## src/rtl/serial_addsub.sv

```systemverilog
// serial_addsub: digit-serial adder/subtractor, LSB-first, D bits per clock.
// Parallel W-bit operands in, parallel W-bit result with carry-out and signed
// overflow out, using a start/busy/done handshake.
// Build option: define SERIAL_ADDSUB_SUB_EN to enable subtraction through the
// sub port. Without it the sub port is ignored and the block only adds.
module serial_addsub #(
  parameter int unsigned W = 8,
  parameter int unsigned D = 1
) (
  input  logic         clk,
  input  logic         clear_n,
  input  logic         start,
  input  logic         sub,
  input  logic [W-1:0] a,
  input  logic [W-1:0] b,
  output logic         busy,
  output logic         done,
  output logic [W-1:0] result,
  output logic         cout,
  output logic         ovf
);

  localparam int unsigned N  = W / D;
  localparam int unsigned CW = (N > 1) ? $clog2(N) : 1;
  localparam logic [CW-1:0] LAST = CW'(N - 1);

  // Reject parameter combinations that cannot be split into whole digits
  if (W < 2 || D < 1 || D > W || (W % D) != 0) begin : g_bad_params
    $error("serial_addsub: illegal W=%0d / D=%0d", W, D);
  end

  typedef enum logic {IDLE, RUN} state_t;

  state_t        state_q, state_d;
  logic [W-1:0]  a_q, a_d;
  logic [W-1:0]  b_q, b_d;
  logic [W-1:0]  res_q, res_d;
  logic [CW-1:0] cnt_q, cnt_d;
  logic          carry_q, carry_d;
  logic          busy_q, busy_d;
  logic          done_q, done_d;
  logic          cout_q, cout_d;
  logic          ovf_q, ovf_d;
  logic          sub_eff;
  logic [D:0]    sum_c;

`ifdef SERIAL_ADDSUB_SUB_EN
  assign sub_eff = sub;
`else
  // Adder-only build: the port stays for pin compatibility but has no effect
  assign sub_eff = sub & 1'b0;
`endif

  // Shared D-bit adder slice working on the low digit of each operand
  assign sum_c = (D+1)'(a_q[D-1:0]) + (D+1)'(b_q[D-1:0]) + (D+1)'(carry_q);

  // Next-state and datapath update
  always_comb begin
    state_d = state_q;
    a_d     = a_q;
    b_d     = b_q;
    res_d   = res_q;
    cnt_d   = cnt_q;
    carry_d = carry_q;
    busy_d  = busy_q;
    done_d  = 1'b0;
    cout_d  = cout_q;
    ovf_d   = ovf_q;
    unique case (state_q)
      IDLE: begin
        if (start) begin
          state_d = RUN;
          a_d     = a;
          b_d     = sub_eff ? ~b : b;
          carry_d = sub_eff;
          cnt_d   = '0;
          busy_d  = 1'b1;
        end
      end
      RUN: begin
        res_d   = W'({sum_c[D-1:0], res_q} >> D);
        a_d     = a_q >> D;
        b_d     = b_q >> D;
        carry_d = sum_c[D];
        cnt_d   = cnt_q + CW'(1);
        if (cnt_q == LAST) begin
          state_d = IDLE;
          busy_d  = 1'b0;
          done_d  = 1'b1;
          cnt_d   = '0;
          cout_d  = sum_c[D];
          // carry into the MSB recovered as a ^ b ^ sum at the top bit
          ovf_d   = a_q[D-1] ^ b_q[D-1] ^ sum_c[D-1] ^ sum_c[D];
        end
      end
      default: state_d = IDLE;
    endcase
  end

  // State and datapath registers
  always_ff @(posedge clk or negedge clear_n) begin
    if (!clear_n) begin
      state_q <= IDLE;
      a_q     <= '0;
      b_q     <= '0;
      res_q   <= '0;
      cnt_q   <= '0;
      carry_q <= 1'b0;
      busy_q  <= 1'b0;
      done_q  <= 1'b0;
      cout_q  <= 1'b0;
      ovf_q   <= 1'b0;
    end else begin
      state_q <= state_d;
      a_q     <= a_d;
      b_q     <= b_d;
      res_q   <= res_d;
      cnt_q   <= cnt_d;
      carry_q <= carry_d;
      busy_q  <= busy_d;
      done_q  <= done_d;
      cout_q  <= cout_d;
      ovf_q   <= ovf_d;
    end
  end

  assign busy   = busy_q;
  assign done   = done_q;
  assign result = res_q;
  assign cout   = cout_q;
  assign ovf    = ovf_q;

endmodule

```

## config.mk

```make
export PLATFORM = sky130hd
export DESIGN_NAME = serial_addsub
export DESIGN_NICKNAME = d
export VERILOG_FILES = /design/src/rtl/serial_addsub.sv
export SDC_FILE = /design/constraint.sdc
export NUM_CORES = 1
export LEC_CHECK = 0
export CAP_MARGIN = 30
export CORE_AREA = 2 2 58 60
export CTS_CLUSTER_SIZE = 24
export DETAILED_ROUTE_END_ITERATION = 8
export DIE_AREA = 0 0 60 62
export PLACE_DENSITY = 0.77
export SLEW_MARGIN = 30
export SYNTH_ARGS = -nofsm -noshare
export SYNTH_HDL_FRONTEND = slang
export SYNTH_SLANG_ARGS = --single-unit
```

## constraint.sdc

```tcl
create_clock -name clk -period 2.16 [get_ports clk]
set_input_delay 0.432 -clock clk [delete_from_list [all_inputs] [get_ports clk]]
set_output_delay 0.432 -clock clk [all_outputs]
set_load 0.005 [all_outputs]
```

Word-level counts from Yosys, hierarchy flattened --
Cells that the tools add are included.
Word-level totals: register bits 33, input port bits 20, logic and storage cells 39
Operators by class: $add $sub $neg 3, eq/ne operators 3, mux-type cells 17, bitwise gates (word level) 4, reductions and logical operators 2
Operator list (count):
- one-hot mux 8 bit (2 select lines) | 2
- two-way mux 8 bit | 2
- two-way mux 1 bit | 7
- two-way mux 3 bit | 2
- one-hot mux 1 bit (2 select lines) | 3
- one-hot mux 3 bit (2 select lines) | 1
- AND reduction 2 bit | 2
- adder 3 x 1 -> 3 bit (second input constant) | 1
- equality test 3 bit (second input constant) | 1
- bitwise XOR 1 bit | 3
- adder 1 x 1 -> 2 bit | 1
- adder 2 x 1 -> 2 bit | 1
- != test 2 x 1 -> 1 bit (second input constant) | 1
- != test 2 bit (second input constant) | 1
- NOT 1 bit | 1

Logic depth before layout (Yosys ltp) --
depth in word-level cells 4, mapped depth 5, mapped depth without buffers 5

Worst setup path before layout --
No wires, ideal clock.
path type register -> register, start point reg a_q[0], end point reg ovf_q, in the netlist ovf, arrival time 1.296 ns, data required time 2.038 ns, path slack 0.743 ns, stages on the path, launching flop included 6, buffers on the path 0, clock period less this slack 1.417 ns, cell sequence dfrtp_1 -> inv_1 -> fa_1 -> xnor2_1 -> xnor2_1 -> o21ai_1
Between the ends: cells in the longest elaborated chain, start to end 4
RTL lines:
- start, declared | line 35 | logic [W-1:0] a_q, a_d;
- start signal, assigned | line 104 | a_q <= '0;
- start signal, assigned | line 115 | a_q <= a_d;
- adder 1 x 1 -> 2 bit | line 55 | assign sum_c = (D+1)'(a_q[D-1:0]) + (D+1)'(b_q[D-1:0]) + (D+1)'(carry_q);
- adder 2 x 1 -> 2 bit | line 55
- bitwise XOR 1 bit | line 93 | ovf_d = a_q[D-1] ^ b_q[D-1] ^ sum_c[D-1] ^ sum_c[D];
- bitwise XOR 1 bit (*) | line 93
- end signal, assigned | line 123 | ovf_q <= ovf_d;
- end, declared | line 43 | logic ovf_q, ovf_d;
Mark *: on every way between the ends. The rest lies on a longest branch, timed or not. A chain may end at the register's enable or synchronous reset.

Worst setup path after layout --
start point reg res_q[3], in the netlist result[3], end point out result[3]
RTL lines:
- start, declared | line 37 | logic [W-1:0] res_q, res_d;
- start signal, assigned | line 117 | res_q <= res_d;
- end, declared | line 18 | output logic [W-1:0] result,
No word-level cell between the ends.

==> results.json <==
{
  "crit_chain": "clkdlybuf4s50_1",
  "synth_warnings": 0,
  "dieHeight_um": 62,
  "worstMarginPinSlew_ns": 0.613,
  "power_mw": 2.30,
  "fin_ws_ns": 0.508,
  "grt_pass1_vias": 909,
  "cts_tree": "done",
  "cts_made_buffers": 5,
  "pin_count": 32,
  "pre_cts_ws_ns": 0.503,
  "finalCritPeriodShare_pct": 76.5,
  "syn_to_final_growth_pct": 24.2,
  "cts_resized": 0,
  "finalSetupViolCount": 0,
  "outcome": "finished, final reports clean",
  "ys_types": 20,
  "num_vias": 989,
  "peakVddDrop_mv": 0.419,
  "layout_common_cells": "dfrtp_1, clkdlybuf4s50_1, mux2i_1, nand2_1, o21ai_1",
  "drv_slew": 0,
  "rsz0062_at_grt": "false",
  "multi_input_area_um2": 581,
  "max-cap-violations": 0,
  "antenna_found_initial": 0,
  "std_cell_rows": 21,
  "grt_pass1_wl_um": 4020,
  "synth_area_mm2": 0.00151,
  "slew_headroom_pct": 59.1,
  "required_ns": 1.73,
  "power.density_mw_per_mm2": 1230,
  "clock-sinks": 33,
  "cts_htree_levels": 2,
  "ys_seq_area_share_pct": 54.9,
  "slowest_delay_ns": 0.52,
  "grt_max_degree": 34,
  "routedWlPerCell_um": 11.5,
  "avgSynthCellArea_um2": 12.0,
  "finalSetupTns_ns": 0,
  "syn-num-nets": 149,
  "timing.hold.ws_ns": 0.480,
  "yosys.area.top_type": "dfrtp_1",
  "critPathTopFamily": "buffers and inverters",
  "period_needed_ns": 1.65,
  "final-hold-violation-count": 0,
  "nets": 183,
  "hp-class": "reg2reg",
  "cp-end-kind": "primary output",
  "netlist.area_leader.share_pct": 54.9,
  "place_congestion": 0.670,
  "cp_num_buf_inv": 1,
  "initial_utilization_pct": 47.3,
  "synth_area_leaders": "dfrtp_1, mux2i_1, nand2_1",
  "synth-seq-cells": 33,
  "fin_skew_ns": 0.00548,
  "slowest_stage": "clkdlybuf4s50_1",
  "clk_latency_ns": 0.33,
  "arrival_ns": 1.22,
  "fp.coreArea_mm2": 0.00318,
  "gr-usage-all-layers_pct": 15.1,
  "fillers": 269,
  "worstSetupStartpointType": "flip-flop",
  "grt_overflow": 0,
  "portBuffers": 30,
  "postCtsHoldBufs": 0,
  "drive_above_1_share_pct": 13.1,
  "final_antenna_net_count": 0,
  "dieArea_mm2": 0.00372,
  "dr.pass1.iters": 4,
  "p_leak_nw": 0.878,
  "cts-root-buf": "clkbuf_4",
  "post-route-drc-count": 0,
  "die_w_um": 60,
  "critical_path_class": "reg2out",
  "drt-total-wl_um": 2380,
  "final_common_cell": "dfrtp_1",
  "cts_setup_buffers": 0,
  "cts.clk_slew.worst_paths_ns": 0.09,
  "vias_per_cell": 4.80,
  "dp_hpwl_um": 1720,
  "drtIter0Drc": 28,
  "crit_fanout": 3,
  "cts_max_path_buffers": 2,
  "postSynthCellCount": 125,
  "seqCellArea_um2": 826,
  "fmax_mhz": 605,
  "num_antenna_cells": 0
}
power breakdown:
group	internal, mW	leakage, nW	switching, mW
clock	0.130	0.0265	0.190
combinational	0.555	0.427	0.374
sequential	0.863	0.425	0.193
cells in the mapped netlist:
cell / instances
dfrtp_1: 33
mux2i_1: 18
nand2_1: 18
o21ai_1: 12
inv_1: 7
buf_6: 6
mux2_2: 5
nor2_1: 5
o21ai_2: 4
ha_1: 3
xnor2_1: 3
a22o_1: 2
mux2_4: 2
buf_2: 1
fa_1: 1
nand2_2: 1
nand2b_1: 1
o21ai_0: 1
o22ai_1: 1
o31ai_1: 1
logic make-up after synthesis:
logic type	count (synthesis)	share of synthesized area (%)
DFF	33	54.9
muxes	25	17.7
and+or+nand+nor	25	6.57
AOI/OAI and AO/OA	21	8.73
buffers and inverters	14	6.57
adders and majority gates	4	3.82
xor gates and xnor gates	3	1.75
layout make-up:
| type | instances | share of cell area, % |
|---|---|---|
| clock buffer | 8 | 2.61 |
| tap | 46 | 3.08 |
| inverter | 7 | 1.41 |
| sequential | 33 | 44.2 |
| multi-input combinational | 78 | 31.1 |
| timing repair buffer | 34 | 17.7 |
layer usage:
layer,up-vias,wire length [µm],GRT usage [%]
li1,490,-,-
met1,462,1040,17.4
met2,29,1140,25.5
met3,8,124,3.73
met4,0,69,9.52
met5,-,0,0
worst min-delay path: cells and delay by family, from the launching register on:
family	cells	cell delay [ns]
compound gates	1	0.05
simple gates	1	0.06
flops	1	0.35
worst paths after layout:
check	startpoint	to	slack, ns	cells past startpoint
hold reg to reg	b_q[3]	b_q[2]	0.48	2
min in group asynchronous	clear_n	result[7]	0.49	2
setup / recovery	result[3]	result[3]	0.51	1
max in group asynchronous	clear_n	b_q[6]	1.38	2
hold / removal	b_q[3]	b_q[2]	0.48	2
setup reg to reg	a_q[0]	ovf	0.69	5
stage by stage:
stage	utilization [%]	cells	cell area, µm²
after floorplan	-	125	1510
after global placement	57.3	198	1820
after detailed placement	57.3	198	1820
after CTS	58.8	206	1870
after global routing	58.8	206	1870
final	58.8	206	1870
registers in the layout, indices dropped and copies added, names as in the netlist:
register,cells
carry_q,1
b_q,8
cnt_q,3
cout,1
ovf,1
done,1
busy,1
result,8
state_q,1
a_q,8
Note: power is estimated with default switching activity, not from simulation.
